==> config.mk <==
export PLATFORM = sky130hd
export DESIGN_NAME = pc_reg
export DESIGN_NICKNAME = d
export VERILOG_FILES = /design/src/rtl/pc_reg.sv
export SDC_FILE = /design/constraint.sdc
export NUM_CORES = 1
export LEC_CHECK = 0
export BUFFER_PORTS_ARGS = -buffer_cell sky130_fd_sc_hd__buf_2
export CAP_MARGIN = 10
export CELL_PAD_IN_SITES_DETAIL_PLACEMENT = 1
export CELL_PAD_IN_SITES_GLOBAL_PLACEMENT = 1
export CORE_MARGIN = 1.5
export CORE_UTILIZATION = 26
export CTS_CLUSTER_DIAMETER = 120
export DETAILED_ROUTE_END_ITERATION = 8
export PLACE_DENSITY_LB_ADDON = 0.1
export SKIP_LAST_GASP = 1
export SYNTH_ARGS = -nofsm -noshare
export SYNTH_HDL_FRONTEND = slang
export SYNTH_SLANG_ARGS = --single-unit
==> constraint.sdc <==
create_clock -name clk -period 1.6 [get_ports clk]
set_input_delay 0.08 -clock clk [delete_from_list [all_inputs] [get_ports clk]]
set_output_delay 0.08 -clock clk [all_outputs]
set_load 0.05 [all_outputs]
==> src/rtl/pc_reg.sv <==
// Program-counter register: holds the fetch address, with PC+4, misalignment and fetch-window fault flags.
// Optional hold input enabled by defining PC_STALL_EN.
module pc_reg #(
    parameter logic [31:0] RESET_ADDR = 32'h0100_0000,
    parameter logic [31:0] IMEM_BASE  = 32'h0100_0000,
    parameter int unsigned IMEM_BYTES = 4096
) (
    input  logic        clk,
    input  logic        reset,
`ifdef PC_STALL_EN
    input  logic        stall,
`endif
    input  logic [31:0] next_pc,
    output logic [31:0] current_pc,
    output logic [31:0] pc_plus4,
    output logic        pc_misaligned,
    output logic        pc_fault
);

    // Window bounds are held in 33 bits so IMEM_BASE + IMEM_BYTES cannot wrap.
    localparam logic [32:0] WIN_LO = {1'b0, IMEM_BASE};
    localparam logic [32:0] WIN_HI = {1'b0, IMEM_BASE} + 33'(IMEM_BYTES);

    logic [31:0] aligned_pc;
    logic        next_misaligned;
    logic        next_fault;
    logic        load_en;

    assign aligned_pc      = {next_pc[31:2], 2'b00};
    assign next_misaligned = (next_pc[1:0] != 2'b00);
    assign next_fault      = ({1'b0, aligned_pc} < WIN_LO) || ({1'b0, aligned_pc} >= WIN_HI);

`ifdef PC_STALL_EN
    assign load_en = ~stall;
`else
    assign load_en = 1'b1;
`endif

    // NOTE: sequential state uses non-blocking assignments so every register
    // samples the pre-edge values; reset is checked first so it beats stall.
    always_ff @(posedge clk) begin
        if (reset) begin
            current_pc    <= RESET_ADDR;
            pc_misaligned <= 1'b0;
            pc_fault      <= 1'b0;
        end else if (load_en) begin
            current_pc    <= aligned_pc;
            pc_misaligned <= next_misaligned;
            pc_fault      <= next_fault;
        end
    end

    // Wraps modulo 2^32 by construction of the 32-bit sum.
    assign pc_plus4 = current_pc + 32'd4;

endmodule

Yosys cells after proc, flatten, opt, wreduce, memory -nomap -nowiden:

Index checks and enable logic that the tools add are counted.

* $add $sub $neg: 1
* order comparisons: 2
* reduce and logical (&&, ||, !) cells: 2

Operators by type and width (number)
* $add A32 B3 Y32 const B: 1
* $ge A32 B25 Y1 const B: 1
* $lt A32 B25 Y1 const B: 1
* $reduce_bool A2 Y1: 1
* $logic_or A1 B1 Y1: 1

* flip-flop bits (word level): 34
* bits of input ports: 34
* output and inout port bits: 66
* word-level logic and storage cells: 9

Logic depth before layout (Yosys ltp):

Gate-level depths: netlist (run 1).

* word-level depth: 2
* gate-level depth with buffers: 5

Worst setup path after synthesis (run 1):

No wires, ideal clock.

* kind: register -> output
* from: reg current_pc[15]
* to: out pc_plus4[28]
* data arrival time: 2529 ps
* setup slack: -1009 ps
* cell stages (with the launch flop): 5
* buffers on the path: 0
* cells stage by stage: dfxtp_1 -> nand4_2 -> or4_4 -> nor4_4 -> xor2_1

* cells in the longest elaborated chain, start to end: 1

Ends and longest elaborated chain
* start: declaration: line 14 `output logic [31:0] current_pc,`
* start signal: assignment: line 47 `current_pc <= aligned_pc;`
* $add A32 B3 Y32: line 54 `assign pc_plus4 = current_pc + 32'd4;`
* end: declaration: line 15 `output logic [31:0] pc_plus4,`

No other way between the ends.

Worst setup path in the final report (run 1):

* from: reg current_pc[16]
* to: out pc_plus4[27]

Same word-level chain as after synthesis.

==> impl_metrics.ini, run 1 <==
[placement]
dp_hpwl_um = 4660
routabilityCongestion = 0.773
port_buffers = 95
dp_cells = 376
placedInstanceArea_mm2 = 0.00302

[route]
drcViolationCount = 0
wl_per_cell_um = 15.7
dr_total_vias = 1851
drtPass1Iterations = 3
vias_per_cell = 4.63
drt_iter0_drc = 17
routed_wl_um = 6300
ant_nets = 0

[finish]
finalNetCount = 362
drive_gt1_frac = 0.787
multiInputGateArea_mm2 = 0.00152
stdcell_count = 400
fillCellCount = 617
seq_area_um2 = 736
final_cell_area_mm2 = 0.00365
diodes = 0
syn_to_final_growth_pct = 137

[synthesis]
synth.yosys.warnings = 0
seq_area_frac_synth = 0.416
synthesis.area_mm2 = 0.00154
ys_seq_elements = 32
syn_area_per_cell_um2 = 9.34
synth_cell_types = 28
synthCells = 165

[critical_path]
path_class = register to output pin
critPathRequiredTime_ns = 1.52
setup.worst_path.end_class = output pin
crit_slowest_cell = or4_4
path_max_fanout = 4
cp.arrival_ns = 1.97
critPathLaunchType = register
crit_chain = nand4_4, or4_4, nor4_4, xor2_4, buf_6
critPathMaxStageDelay_ns = 0.60

[global_routing]
overflow = 0
grtUsageTotal = 0.195
grt_pass1_vias = 1849
grt_max_degree = 33
grt_pass1_wl_um = 9380
antenna_found_initial = 0

[die]
die_h_um = 80
dieWidth_um = 80
core_area_mm2 = 0.00561
dieArea_mm2 = 0.00640
initial_utilization = 0.275
ios = 100
rows = 27

[run_status]
violations = setup timing
status = finished with violations

[worst_hold_path]
hold_class = input pin to register

[timing]
worstMarginPinSlew_ns = 0.574
rsz0062_at_grt = true
slew_headroom = 0.617
fin_crit_ns = 2.05
slew_viol_final = 0
setup_viol_count_final = 24
finalWorstSetupSlack_ns = -0.446
hold_viol = 0
fmax_mhz = 489
final.period_utilization = 1.28

[power_and_ir_drop]
p_int_w = 0.00156
leakage_nw = 1.72
p_per_area_mw_per_mm2 = 654
p_comb_frac = 0.323
switching_share = 0.347
p_clk_frac = 0.312
vdd_drop_max_mv = 0.428
seqPwrFrac = 0.364
switching_power_w = 0.000829

[clock_network]
root_buffer = clkbuf_8
cts_buffer_depth = 2
cts_tree = done
clkSinkCount = 32
numCtsBuffers = 5
clk_pin_slew_ns = 0.07
htree_levels = 2

[flow_run]
drv_cap = 0
## sequential cells by signal (all words and copies together), names as in the netlist
name	cells
pc_misaligned	1
current_pc	30
pc_fault	1
## cells in the final DEF, fill, tap and decap left out, drive strengths merged, types with 6 or more instances in the layout
cell / count
nor2: 9
nor2b: 29
nand3: 12
nand4: 11
nor4: 9
clkbuf: 9
xnor2: 19
xor2: 9
buf: 155
nand2: 6
dfxtp: 32
## cells by family after synthesis
| logic type | share of synthesized area |
|---|---|
| xor+xnor | 0.159 |
| flops | 0.416 |
| fa+ha+maj | 0.00812 |
| compound gates | 0.00406 |
| buf+inv | 0.0365 |
| other cells | 0.00243 |
| simple gates | 0.374 |
## final timing paths
kind	startpoint	end	slack (ns)	depth (start not counted)
setup / recovery	current_pc[16]$_SDFF_PP0_	pc_plus4[27]	-0.45	5
hold / removal	next_pc[2]	current_pc[2]$_SDFF_PP0_	0.009	2
## critical path, delay by kind of cell, from the launching register on
family | cells | cell delay, ns
xor gates and xnor gates | 1 | 0.17
buffers and inverters | 1 | 0.17
DFF | 1 | 0.36
and+or+nand+nor | 3 | 0.99
## metrics by stage
step | utilization | TNS (ns) | setup WS [ns] | hold slack, ns | total power, W
6_report | 0.651 | -7.16 | -0.446 | 0.00901 | 0.00239
5_1_grt | 0.651 | -8.99 | -0.519 | 0.00785 | 0.00250
4_1_cts | 0.630 | -7.36 | -0.495 | 0.00343 | 0.00240
3_5_place_dp | 0.538 | -2.74 | -0.263 | 0.297 | 0.00159
3_3_place_gp | 0.538 | -2.32 | -0.261 | 0.283 | 0.00158
2_1_floorplan | - | -2.82 | -0.309 | 0.142 | 0.00138
## layer usage
layer	routed length (µm)	GRT usage	vias to the layer above
li1	-	-	884
met1	2460	0.229	894
met2	3500	0.374	62
met3	241	0.0240	11
met4	87	0.0362	0
met5	0	0	-
## layout make-up
class / count / share of cell area
Sequential cell: 32 / 0.201
Multi-Input combinational cell: 125 / 0.415
Inverter: 4 / 0.00411
Timing Repair Buffer: 159 / 0.325
Clock buffer: 6 / 0.0199
Tap cell: 72 / 0.0247
Clock inverter: 2 / 0.00959
## power by group through the flow
stage	Clock [W]	Sequential (W)	Combinational (W)
global route	0.000810	0.000876	0.000809
global placement	0	0.000881	0.000696
CTS	0.000768	0.000869	0.000759
finish	0.000746	0.000871	0.000773
floorplan	0	0.00108	0.000304
detailed placement	0	0.000886	0.000701
## Yosys cell counts, drive strengths merged
cell / count / area share
a31oi: 1 / 0.0041
and3: 4 / 0.016
and4: 2 / 0.012
buf: 4 / 0.019
clkbuf: 3 / 0.0073
conb: 1 / 0.0024
dfxtp: 32 / 0.42
ha: 1 / 0.0081
inv: 4 / 0.0097
nand2: 6 / 0.015
nand3: 12 / 0.039
nand4: 11 / 0.058
nor2: 9 / 0.022
nor2b: 29 / 0.12
nor3: 3 / 0.0097
nor4: 9 / 0.054
nor4b: 1 / 0.0057
or2: 2 / 0.0081
or3: 1 / 0.0041
or4: 2 / 0.012
xnor2: 19 / 0.11
xor2: 9 / 0.051
## timing repair
action	4_1_cts	5_1_grt
resized for setup	87	19
endpoints found under the setup margin	25	27
hold buffers	1	0
endpoints found under the hold margin	1	0
pin swaps	26	18
buffers inserted	11	7
Power figures use the tool's default switching activity.
==> run 2, diff against run 1 <==
Settings changed: CORE_ASPECT_RATIO set to 1.2.
==> run 2 against run 1 <==
Net effect: the run still ends with setup timing left; sequential power hardly changed; first-iteration DRC count is 18% higher; cell count up 0.75%; combinational power shrank 2%; maximum frequency shrank 0.96%; via count decreased by 3.1%; largest power group unchanged.
==> impl_metrics.ini, run 2 (synthesis results as in run 1) <==
[route]
wl_per_cell_um = 15.2
vias_per_cell = 4.45
drt_iter0_drc = 20
drcViolationCount = 0
ant_nets = 0
drtPass1Iterations = 2
dr_total_vias = 1793
routed_wl_um = 6130

[critical_path]
crit_chain = nand4_1, or4_4, nor4_4, xor2_4, buf_4
path_class = register to output pin
crit_slowest_cell = or4_4
critPathLaunchType = register
setup.worst_path.end_class = output pin
worst-path-buf-inv = 1
path_max_fanout = 4
critPathMaxStageDelay_ns = 0.58
critPathRequiredTime_ns = 1.52
critPathTopFamily = simple AND/OR/NAND/NOR gates
cp.arrival_ns = 1.99

[finish]
final_cell_mix = 68 x buf_2, 48 x buf_4, 36 x buf_6
seq_area_um2 = 736
diodes = 0
finalNetCount = 357
reg_top3 = current_pc: 30 flops, pc_fault: 1 flops, pc_misaligned: 1 flops
layout_commonest_cell = buf_2
fillCellCount = 614
syn_to_final_growth_pct = 133
drive_gt1_frac = 0.780
largest_reg_flops = 30
multiInputGateArea_mm2 = 0.00152
regMostFlops = current_pc

[global_routing]
grtUsageMet3 = 0.0336
grt_pass1_wl_um = 9320
overflow = 0
grt_pass1_vias = 1919
top_usage_layer = met2
grt_use_met1 = 0.195
gr-usage-met2 = 0.387
grtUsageTotal = 0.194
antenna_found_initial = 0
grt_max_degree = 33

[placement]
port_buffers = 95
dp_hpwl_um = 4630
routabilityCongestion = 0.742

[flow_run]
drv_cap = 0

[timing]
finalWorstSetupSlack_ns = -0.466
final.period_utilization = 1.29
fin_crit_ns = 2.07
worstMarginPinSlew_ns = 0.593
fmax_mhz = 484
rsz0062_at_grt = true
tns_ns = -7.19
slew_viol_final = 0
setup_viol_count_final = 26
slew_headroom = 0.605
hold_viol = 0

[power_and_ir_drop]
total_power_w = 0.00226
vdd_drop_max_mv = 0.418
leakage_nw = 1.69
p_per_area_mw_per_mm2 = 630

[clock_network]
clkSinkCount = 32
clk_pin_slew_ns = 0.06
numCtsBuffers = 5
root_buffer = clkbuf_8
cts_tree = done
htree_levels = 2
cts_buffer_depth = 2
hold_buffers = 0

[worst_hold_path]
hold_path_end = pc_misaligned$_SDFF_PP0_
holdCritStartpoint = next_pc[0]
hold_depth = 3
hold_class = input pin to register

[die]
dieArea_mm2 = 0.00640
initial_utilization = 0.270
dieWidth_um = 73.3
core_area_mm2 = 0.00571
ios = 100
die_h_um = 87.3
rows = 30

[run_status]
violations = setup timing
status = finished with violations
## run 2: worst max path at each step
stage	from	to	slack, ns	cells past startpoint
after global routing	current_pc[25]$_SDFF_PP0_	pc_plus4[28]	-0.54	5
after global placement	current_pc[16]$_SDFF_PP0_	pc_plus4[26]	-0.26	5
after floorplan	current_pc[15]$_SDFF_PP0_	pc_plus4[27]	-0.31	4
after detailed placement	current_pc[16]$_SDFF_PP0_	pc_plus4[26]	-0.27	5
final	current_pc[25]$_SDFF_PP0_	pc_plus4[28]	-0.47	5
after CTS	current_pc[15]$_SDFF_PP0_	pc_plus4[28]	-0.48	5
## run 2: cell type report
cell class	instances	area share
tap	80	0.0279
inverter	4	0.00418
sequential	32	0.205
clock buffer	8	0.0251
multi-input combinational	125	0.423
timing repair buffer	154	0.316
## run 2: stage by stage
| stage | std cells | utilization | setup WS, ns | area (µm²) | hold WS, ns |
|---|---|---|---|---|---|
| floorplan | 168 | - | -0.309 | 2130 | 0.142 |
| global placement | 382 | 0.528 | -0.256 | 3010 | 0.287 |
| detailed placement | 382 | 0.528 | -0.266 | 3010 | 0.292 |
| CTS | 396 | 0.602 | -0.483 | 3440 | 0.000533 |
| global route | 403 | 0.630 | -0.544 | 3590 | 0.00465 |
| finish | 403 | 0.630 | -0.466 | 3590 | 0.00895 |
## run 2: worst min-delay path, stage by stage
cell,delay (ns)
buf_2,0.08
nor2_1,0.03
nor2_1,0.06
## run 2: layer usage
layer	routed length, µm	up-vias
li1	-	867
met1	2120	851
met2	3630	65
met3	272	10
met4	116	0
met5	0	-
## run 2: report_power, final
part           leakage (nW)  total (W)  internal (W)  switching (W)
Sequential            0.281   0.000871      0.000825      0.0000455
Clock                0.0455   0.000633      0.000351       0.000282
Combinational          1.36   0.000760      0.000266       0.000494
Total                  1.69    0.00226       0.00144       0.000821
## run 2: timing repair
| item | 4_1_cts | 5_1_grt |
|---|---|---|
| setup endpoints to repair | 25 | 27 |
| pin swaps | 20 | 16 |
| buffers inserted | 6 | 9 |
| resized for setup | 77 | 28 |
